$ cat src/rtl/alsu_collect_pkg.sv
// rtl/alsu_collect_pkg.sv - shared types and opcode constants for the ALSU result collector
//
// Contents:
//   opcode_t      3-bit ALSU opcode
//   entry_t       packed FIFO entry {opcode, err, data[5:0]}
//   ENTRY_W       width of entry_t (10 bits)
//   even_parity   even-parity bit over an entry (used when ALSU_COLLECT_PARITY_EN is defined)
package alsu_collect_pkg;

  typedef logic [2:0] opcode_t;

  typedef struct packed {
    opcode_t    opcode;
    logic       err;
    logic [5:0] data;
  } entry_t;

  localparam opcode_t OR       = 3'd0;
  localparam opcode_t XOR      = 3'd1;
  localparam opcode_t ADD      = 3'd2;
  localparam opcode_t MULT     = 3'd3;
  localparam opcode_t SHIFT    = 3'd4;
  localparam opcode_t ROTATE   = 3'd5;
  localparam opcode_t INVALID6 = 3'd6;
  localparam opcode_t INVALID7 = 3'd7;

  localparam int ENTRY_W = $bits(entry_t);

  // XOR-reduce so that {parity, entry} has an even number of ones.
  function automatic logic even_parity(input entry_t e);
    return ^e;
  endfunction

endpackage

$ cat src/rtl/alsu_collect_fifo.sv
// rtl/alsu_collect_fifo.sv - synchronous FIFO holding tagged ALSU result entries
//
// Parameters:
//   DEPTH    number of entries (power of 2, 2..16)
//   W        entry width in bits
// Ports:
//   clk       in   system clock, rising edge
//   reset_n   in   asynchronous active-low reset (pointers and level only)
//   push      in   write wr_data at the tail; caller only pushes when not full or popping
//   pop       in   advance the head; caller only pops when not empty
//   wr_data   in   W  entry to write
//   rd_data   out  W  head entry, read combinationally from storage
//   full      out  level == DEPTH
//   empty     out  level == 0
//   level     out  $clog2(DEPTH)+1  current occupancy
module alsu_collect_fifo #(
  parameter int DEPTH = 4,
  parameter int W     = 10
) (
  input  logic                     clk,
  input  logic                     reset_n,
  input  logic                     push,
  input  logic                     pop,
  input  logic [W-1:0]             wr_data,
  output logic [W-1:0]             rd_data,
  output logic                     full,
  output logic                     empty,
  output logic [$clog2(DEPTH):0]   level
);

  localparam int AW = $clog2(DEPTH);
  localparam int LW = AW + 1;

  logic [W-1:0]  mem [DEPTH];
  logic [AW-1:0] wr_ptr;
  logic [AW-1:0] rd_ptr;

  // Storage carries no reset; the head is only consumed when level says it is valid.
  always_ff @(posedge clk) begin
    if (push) begin
      mem[wr_ptr] <= wr_data;
    end
  end

  // Pointers are exactly log2(DEPTH) bits, so incrementing wraps on its own.
  always_ff @(posedge clk or negedge reset_n) begin
    if (!reset_n) begin
      wr_ptr <= '0;
      rd_ptr <= '0;
      level  <= '0;
    end else begin
      if (push) begin
        wr_ptr <= wr_ptr + 1'b1;
      end
      if (pop) begin
        rd_ptr <= rd_ptr + 1'b1;
      end
      case ({push, pop})
        2'b10:   level <= level + 1'b1;
        2'b01:   level <= level - 1'b1;
        default: level <= level;
      endcase
    end
  end

  assign rd_data = mem[rd_ptr];
  assign full    = (level == LW'(DEPTH));
  assign empty   = (level == '0);

endmodule

$ cat src/rtl/alsu_result_collector.sv
// rtl/alsu_result_collector.sv - tags ALSU results with their opcode, flags invalid-op events, buffers them
//
// Optional feature: define ALSU_COLLECT_PARITY_EN to store an even-parity bit per entry and
// add the rd_par / par_fault outputs.
//
// Parameters:
//   DEPTH     FIFO entries (power of 2, 2..16)
//   LATENCY   cycles from command issue to ALSU out update (1..4)
//   ERR_W     width of the saturating error counter
// Ports:
//   clk         in   system clock, rising edge
//   reset_n     in   asynchronous active-low reset
//   cmd_valid   in   command presented to the ALSU this cycle
//   cmd_opcode  in   3   opcode presented to the ALSU this cycle
//   alsu_out    in   6   ALSU out
//   alsu_leds   in   16  ALSU leds
//   clr         in   synchronous clear of err_cnt and overflow
//   rd_valid    out  head entry available
//   rd_ready    in   consumer accepts head entry
//   rd_opcode   out  3   head opcode
//   rd_data     out  6   head result
//   rd_err      out  head was an invalid-op event
//   level       out  $clog2(DEPTH)+1  occupancy
//   overflow    out  sticky: a push was dropped
//   rd_par      out  head stored parity (ALSU_COLLECT_PARITY_EN only)
//   par_fault   out  sticky: parity mismatch seen on pop (ALSU_COLLECT_PARITY_EN only)
//   err_cnt     out  ERR_W  saturating count of captured invalid-op events
module alsu_result_collector
  import alsu_collect_pkg::*;
#(
  parameter int DEPTH   = 4,
  parameter int LATENCY = 2,
  parameter int ERR_W   = 8
) (
  input  logic                   clk,
  input  logic                   reset_n,
  input  logic                   cmd_valid,
  input  logic [2:0]             cmd_opcode,
  input  logic [5:0]             alsu_out,
  input  logic [15:0]            alsu_leds,
  input  logic                   clr,
  output logic                   rd_valid,
  input  logic                   rd_ready,
  output logic [2:0]             rd_opcode,
  output logic [5:0]             rd_data,
  output logic                   rd_err,
  output logic [$clog2(DEPTH):0] level,
  output logic                   overflow,
`ifdef ALSU_COLLECT_PARITY_EN
  output logic                   rd_par,
  output logic                   par_fault,
`endif
  output logic [ERR_W-1:0]       err_cnt
);

`ifdef ALSU_COLLECT_PARITY_EN
  localparam int FIFO_W = ENTRY_W + 1;
`else
  localparam int FIFO_W = ENTRY_W;
`endif

  logic [LATENCY-1:0] tag_valid;
  opcode_t            tag_opcode [LATENCY];
  logic               cap_valid;
  opcode_t            cap_opcode;

  logic [15:0]        leds_q;
  logic               ev_err;

  entry_t             cap_entry;
  entry_t             head;
  logic [FIFO_W-1:0]  fifo_wdata;
  logic [FIFO_W-1:0]  fifo_rdata;
  logic               fifo_full;
  logic               fifo_empty;
  logic               push;
  logic               pop;
  logic               drop;

  // Tag pipeline: the command issued LATENCY cycles ago is the one whose result is on alsu_out now.
  always_ff @(posedge clk or negedge reset_n) begin
    if (!reset_n) begin
      tag_valid <= '0;
      for (int i = 0; i < LATENCY; i++) begin
        tag_opcode[i] <= '0;
      end
    end else begin
      tag_valid[0]  <= cmd_valid;
      tag_opcode[0] <= cmd_opcode;
      for (int i = 1; i < LATENCY; i++) begin
        tag_valid[i]  <= tag_valid[i-1];
        tag_opcode[i] <= tag_opcode[i-1];
      end
    end
  end

  assign cap_valid  = tag_valid[LATENCY-1];
  assign cap_opcode = tag_opcode[LATENCY-1];

  // The ALSU inverts leds on an invalid operation, so any change of leds marks an event.
  always_ff @(posedge clk or negedge reset_n) begin
    if (!reset_n) begin
      leds_q <= 16'h0000;
    end else begin
      leds_q <= alsu_leds;
    end
  end

  assign ev_err = (alsu_leds != leds_q);

  assign cap_entry = '{opcode: cap_opcode, err: ev_err, data: alsu_out};

  // A full FIFO still accepts a push when the head leaves in the same cycle.
  assign pop  = rd_valid && rd_ready;
  assign push = cap_valid && (!fifo_full || pop);
  assign drop = cap_valid && fifo_full && !pop;

`ifdef ALSU_COLLECT_PARITY_EN
  assign fifo_wdata = {even_parity(cap_entry), cap_entry};
`else
  assign fifo_wdata = cap_entry;
`endif

  alsu_collect_fifo #(
    .DEPTH (DEPTH),
    .W     (FIFO_W)
  ) u_fifo (
    .clk     (clk),
    .reset_n (reset_n),
    .push    (push),
    .pop     (pop),
    .wr_data (fifo_wdata),
    .rd_data (fifo_rdata),
    .full    (fifo_full),
    .empty   (fifo_empty),
    .level   (level)
  );

  // Head fields are forced to zero while empty so stale storage never shows on the port.
  assign head      = entry_t'(fifo_rdata[ENTRY_W-1:0]);
  assign rd_valid  = !fifo_empty;
  assign rd_opcode = fifo_empty ? 3'd0 : head.opcode;
  assign rd_data   = fifo_empty ? 6'd0 : head.data;
  assign rd_err    = fifo_empty ? 1'b0 : head.err;

`ifdef ALSU_COLLECT_PARITY_EN
  assign rd_par = fifo_empty ? 1'b0 : fifo_rdata[ENTRY_W];

  always_ff @(posedge clk or negedge reset_n) begin
    if (!reset_n) begin
      par_fault <= 1'b0;
    end else if (pop && (even_parity(head) != fifo_rdata[ENTRY_W])) begin
      par_fault <= 1'b1;
    end
  end
`endif

  // clr takes priority over a same-cycle increment or overflow set.
  always_ff @(posedge clk or negedge reset_n) begin
    if (!reset_n) begin
      err_cnt  <= '0;
      overflow <= 1'b0;
    end else if (clr) begin
      err_cnt  <= '0;
      overflow <= 1'b0;
    end else begin
      if (push && ev_err && (err_cnt != '1)) begin
        err_cnt <= err_cnt + 1'b1;
      end
      if (drop) begin
        overflow <= 1'b1;
      end
    end
  end

endmodule

$ cat config.mk
export PLATFORM = sky130hd
export DESIGN_NAME = alsu_result_collector
export DESIGN_NICKNAME = d
export VERILOG_FILES = /design/src/rtl/alsu_collect_pkg.sv /design/src/rtl/alsu_collect_fifo.sv /design/src/rtl/alsu_result_collector.sv
export SDC_FILE = /design/constraint.sdc
export NUM_CORES = 1
export LEC_CHECK = 0
export BUFFER_PORTS_ARGS = -buffer_cell sky130_fd_sc_hd__buf_4
export CORE_MARGIN = 4
export CORE_UTILIZATION = 55
export DETAILED_ROUTE_END_ITERATION = 12
export PLACE_DENSITY = 0.83
export SYNTH_ARGS = -nofsm -noshare
export SYNTH_HDL_FRONTEND = slang
export SYNTH_SLANG_ARGS = --single-unit
$ cat constraint.sdc
create_clock -name clk -period 2.8 [get_ports clk]
set_clock_uncertainty 0.2 [all_clocks]
set_input_delay 0.42 -clock clk [delete_from_list [all_inputs] [get_ports clk]]
set_output_delay 0.42 -clock clk [all_outputs]
set_load 0.005 [all_outputs]
== Word-level counts from Yosys, hierarchy flattened ==
Memory sizes are Yosys's and may differ from the RTL's.
Cells that the tools add are included.
Storage, ports and cells
  register bits: 40
  latch bits: 0
  bits in writable memories: 40
  memory bits (read-only): 0
  input port bits: 30
  memories kept: 1
Memories
  u_fifo.mem: words 4, width 10, read ports 1, clocked after Yosys merged registers in 0, write ports 1, line alsu_collect_fifo.sv:34  | logic [W-1:0] mem [DEPTH];
Operators by class
  add/sub/neg operators: 5
  multiply operators: 0
  divide/modulo/power cells: 0
  $lt $le $gt $ge: 0
  eq/ne operators: 5
  shifts and indexed selects: 0
  muxes and demuxes: 10
  bitwise gates (word level): 0
  reductions and logical operators: 14
Operators with widths (count)
  8-bit two-way mux: 2
  16-bit inequality test: 1
  8-bit by 1-bit adder with 8-bit output (second input constant): 1
  8-bit inequality test (second input constant): 1
  1-bit logical AND: 6
  6-bit two-way mux: 1
  3-bit one-hot mux with 2 select lines: 1
  2-bit nonzero test: 3
  1-bit two-way mux: 5
  2-bit by 1-bit adder with 2-bit output (second input constant): 2
  3-bit by 1-bit adder with 3-bit output (second input constant): 1
  3-bit == test (second input constant): 1
  1-bit zero test: 3
  3-bit zero test: 1
  3-bit two-way mux: 1
  3-bit by 1-bit subtractor with 3-bit output (second input constant): 1
  2-bit by 1-bit == test with 1-bit output (second input constant): 1
  2-bit == test (second input constant): 1
  1-bit logical OR: 1

== Depth between registers and ports, before layout ==
  depth after elaboration: 9
  mapped depth: 9
  mapped depth without buffers: 9

== Hierarchy ==
A second synthesis with hierarchy kept.
Unflattened totals
  cells, all modules: 202
  area total of the unflattened synthesis: 3239.4 um^2
Modules (own cells, without submodules)
  alsu_collect_fifo: instances 1, cells each 88, area each 1845.5 um^2, seq. area each 1376.3 um^2
  alsu_result_collector: instances 1, cells each 114, area each 1393.8 um^2, seq. area each 825.8 um^2

== Worst setup path after synthesis ==
No wires, ideal clock.
  path type: register to register
  start point: register u_fifo.level[0]
  end point: register u_fifo.level[2]
  library setup time: 0.079 ns
  data arrival time: 2.086 ns
  required time: 2.521 ns
  setup slack: 0.435 ns
  stages on the path, launching flop included: 10
  buffers on the path: 0
  clock period less this slack: 2.365 ns
  path through: dfrtp_1 nor4b_2 nor2_1 inv_1 ha_1 inv_1 fa_1 xor2_1 nor2_1 xor2_1
On the way
  word-level cells in the longest chain between the ends: 7
  elaborated cells between the ends (all ways): 13
  classes of those cells: 2 x add/sub; 3 x eq/ne; 1 x mux; 7 x reduce/logical
Ends and longest elaborated chain
  from (decl): line alsu_collect_fifo.sv:28  | output logic [$clog2(DEPTH):0] level
  from (signal assigned): line alsu_collect_fifo.sv:59  | 2'b10: level <= level + 1'b1;
  from (signal assigned): line alsu_collect_fifo.sv:60  | 2'b01: level <= level - 1'b1;
  from (signal assigned): line alsu_collect_fifo.sv:61  | default: level <= level;
  3-bit zero test: line alsu_collect_fifo.sv:68  | assign empty = (level == '0);
  1-bit zero test: line alsu_result_collector.sv:141  | assign rd_valid = !fifo_empty;
  1-bit logical AND: line alsu_result_collector.sv:114  | assign pop = rd_valid && rd_ready;
  1-bit logical OR: line alsu_result_collector.sv:115  | assign push = cap_valid && (!fifo_full || pop);
  1-bit logical AND: line alsu_result_collector.sv:115
  2-bit by 1-bit == test with 1-bit output / 2-bit == test (equally long branches): line alsu_collect_fifo.sv:58  | case ({push, pop})
  3-bit one-hot mux with 2 select lines / 2-bit nonzero test (equally long branches)
Several ways; a longest one is shown, not always the timed one.
A chain may end at the register's enable or synchronous reset.

== Final worst setup path ==
  start point: register u_fifo.rd_ptr[0]
  end point: output port rd_data[5]
On the way
  word-level cells in the longest chain between the ends: 2
Ends and longest elaborated chain
  from (decl): line alsu_collect_fifo.sv:36  | logic [AW-1:0] rd_ptr;
  from (signal assigned): line alsu_collect_fifo.sv:56  | rd_ptr <= rd_ptr + 1'b1;
  memory read 4 x 10 bit
  6-bit two-way mux: line alsu_result_collector.sv:143  | assign rd_data = fifo_empty ? 6'd0 : head.data;
  to (decl): line alsu_result_collector.sv:45  | output logic [5:0] rd_data,
Every way passes these cells.

==> results by group <==
Pwr
  • Leakage Power: about 1.6 nW
  • Pint: approximately 0.0023 W
  • Power Dens Cells: 797 nW/um^2
  • NetSw: between 0.0008 and 0.0009 W
  • Final Power: around 0.0032 W
  • Sequential share of power: 0.486
  • Max VDD drop: 0.405 mV
  • Combinational Power Share: 0.293
  • Sw Ratio: 0.277
  • Clock Power Share: 0.221

Timing
  • Final Hold Viols: 0
  • Final setup fails: 0
  • Unrepaired setup endpoints after global routing: no
  • Max Slew Vio Count: 0
  • Setup TNS: 0 ns
  • Slew margin rel.: 0.639
  • Tmin final: roughly 2.6 ns
  • Worst-Margin Slew: 0.541 ns
  • Fmax: just under 400 MHz
  • Crit share post-route: 0.920

Placed design
  • GPL Wtd Cong: 0.743
  • Post-DP Area: roughly 3700 um^2
  • Detail Placement HPWL: between 3000 and 4000 um
  • Number of port buffers: 52

Min path
  • Hold Path Origin: alsu_out[5]
  • Hold Crit Depth: 1
  • Worst hold endpoint: u_fifo.mem[0][5]
  • Min-delay worst type: input port to register

Synthesis
  • Ys Warns: 0
  • Most used DFF post-synth: edfxtp_1
  • Synth unique cells: 27
  • Top cells by area, synth: edfxtp_1 38%, dfrtp_1 31%, mux4_2 7.0%, xnor2_1 5.2%, and2_1 2.9%
  • FF+latch count, synth: 80
  • Post-Synthesis Cells: roughly 200
  • Register area share after synthesis: 0.688
  • Post-synth EDFFs: 40
  • Area leader, netlist: edfxtp_1
  • Area of the mapped netlist: around 3200 um^2
  • Mapped Nets: about 240
  • Synth top cells by count: 40 x dfrtp_1, 40 x edfxtp_1, 19 x xnor2_1, 15 x and2_1, 10 x mux4_2
  • Avg Cell Area, Syn: approximately 16 um^2
  • Fraction of registers with async set/reset: 0.500
  • Share of the synthesized area in the top cell type: 0.375

CTS
  • Cts repair resizes: 0
  • CTS root buf: clkbuf_8
  • CTS Sinks: 80
  • Cts hold-fix bufs: 21
  • TritonCTS clock tree: built
  • Post-CTS setup buffers: 0
  • Worst-skew pair later-pin latency: 0.34 ns
  • Reg clk slew, reported paths: approximately 0.08 ns
  • CTS Buf Count: 9
  • CTS Buffer Depth: 2
  • H-tree depth: 3

Floorplanning
  • Die height: 84.3 um
  • Die ar.: between 7000 and 8000 um^2
  • Site row count: 27
  • Core area: ~5600 um^2
  • Width of the die: 84.3 um
  • I/O pins: 53
  • Initial Util: 0.574

Finish
  • P&R area growth vs syn: 27.1%
  • Final instance area: about 4000 um^2
  • Final core occ: 0.729
  • Layout cell share with drive strength beyond 1: 0.296
  • FILL cells: between 300 and 400
  • Ant. Diodes: 0
  • Final net count: 319

Drt
  • Vias: ~1,900
  • Residual DRC: 0
  • DR pass1 iterations: 4
  • Final ANT Viol Nets: 0
  • Drt initial violations: about 80
  • Post-Route WL: 5670 um
  • Post-DR wirelength/cell: 15.8 um
  • Vias per cell: slightly above 5

Job
  • Max_cap viols: 0

Critical path
  • Reg2Reg Depth: 9
  • Crit-path slowest cell: dfrtp_1
  • Startpoint Class: register
  • Data arrival, critical path: just under 2 ns
  • Crit path buf inv count: 2
  • Flop-to-flop setup slack: around 0.37 ns
  • CP dominant cell by count: buf_4
  • RR Startpoint: u_fifo.level[0]
  • CP peak stage delay: about 0.56 ns
  • Worst Path Max Fanout: 7
  • R2r endpoint: u_fifo.level[2]
  • Kind of end point of the critical path: output port
  • Worst-path cell chain: buf_4 -> mux4_2 -> and2_1 -> buf_4
  • Top delay family on crit path: flip-flops
  • WP data required: ~2.2 ns
  • Crit path kind: register to output port

Global routing
  • Vias in the first global route: slightly below 2,000
  • GRT overflow: 0
  • Largest net degree at the start of global routing: slightly above 40
  • First-pass GRT wire length: 9550 um
  • Initial antenna violation count: 0
  • Total track usage: 0.176

Outcome
  • Status: finished, final reports clean
-- sequential cells by signal (all words and copies together) (netlist names) --
signal / cells
u_fifo.mem: 40
leds_q: 16
err_cnt: 8
cap_opcode: 3
tag_opcode: 3
u_fifo.level: 3
tag_valid: 2
u_fifo.rd_ptr: 2
u_fifo.wr_ptr: 2
overflow: 1
-- cells by family after synthesis --
family,count (synthesis),synth area share
buffers and inverters,13,0.0160
AO/OA/AOI/OAI,12,0.0254
XOR/XNOR,22,0.0602
AND/OR/NAND/NOR,51,0.0962
multiplexers,14,0.0841
adder cells (fa/ha/maj),7,0.0297
flip-flops,80,0.688
-- power groups by stage --
stage               registers [W]  logic, W  clock network (W)
CTS                       0.00158  0.000967           0.000739
global route              0.00160   0.00104           0.000801
detailed placement        0.00160  0.000942                  0
finish                    0.00157  0.000949           0.000717
global placement          0.00159  0.000901                  0
floorplan                 0.00153  0.000574                  0
-- cells in the final DEF (no fill, tap or decap), types with 2 or more instances in the layout --
cell type,n
nand4_1,6
xnor2_1,19
mux2_2,3
buf_4,56
nor2b_1,4
nand2_1,6
clkbuf_8,10
a21oi_1,5
and2_1,15
clkbuf_1,3
dlygate4sd3_1,21
ha_1,6
or3_1,5
mux4_2,10
dfrtp_1,40
o21ai_0,6
inv_1,8
nand2b_1,2
edfxtp_1,40
nor2_1,6
and3_1,2
xor2_1,3
nor3_1,2
-- worst max-delay path by stage --
stage                           from  slack [ns]  cells after the start               to
finish              u_fifo.rd_ptr[0]        0.22                      4       rd_data[5]
global route        u_fifo.rd_ptr[0]        0.09                      4       rd_data[3]
CTS                 u_fifo.rd_ptr[0]        0.17                      4       rd_data[5]
detailed placement          rd_ready        0.27                     10  u_fifo.level[2]
global placement            rd_ready        0.38                     10  u_fifo.level[2]
floorplan            u_fifo.level[0]        0.43                      9  u_fifo.level[2]
-- routing by layer --
metal / vias to the layer above / global-route usage / part of all wire
met5: - / 0 / 0
met4: 0 / 0.0614 / 0.0072
met3: 4 / 0.0550 / 0.065
met2: 56 / 0.305 / 0.53
met1: 921 / 0.208 / 0.40
li1: 882 / - / -
-- worst reg2reg max path, delay by kind of cell, from the launching register on --
family | cells | cell delay, ns
flops | 1 | 0.44
simple gates | 3 | 0.70
xor+xnor | 2 | 0.32
fa+ha+maj | 2 | 0.57
buf+inv | 2 | 0.14
-- per-stage QoR --
step           worst slack [ns]  cells  hold slack [ns]
6_report                  0.224    359           0.0831
3_3_place_gp              0.382    322            0.135
2_1_floorplan             0.435    199          -0.0756
3_5_place_dp              0.265    322            0.135
5_1_grt                  0.0869    359           0.0622
4_1_cts                   0.172    359           0.0663
-- cell type report --
type                    instances  area [um^2]  area share
clock buffers                  13          149      0.0366
flip-flops and latches         80         2200       0.542
multi-input cells             106          946       0.233
clock inverters                 3         17.5     0.00431
well taps                      72         90.1      0.0222
repair buffers                 77          631       0.155
inverters                       8         30.0     0.00739
Note: power is estimated with default switching activity, not from simulation.
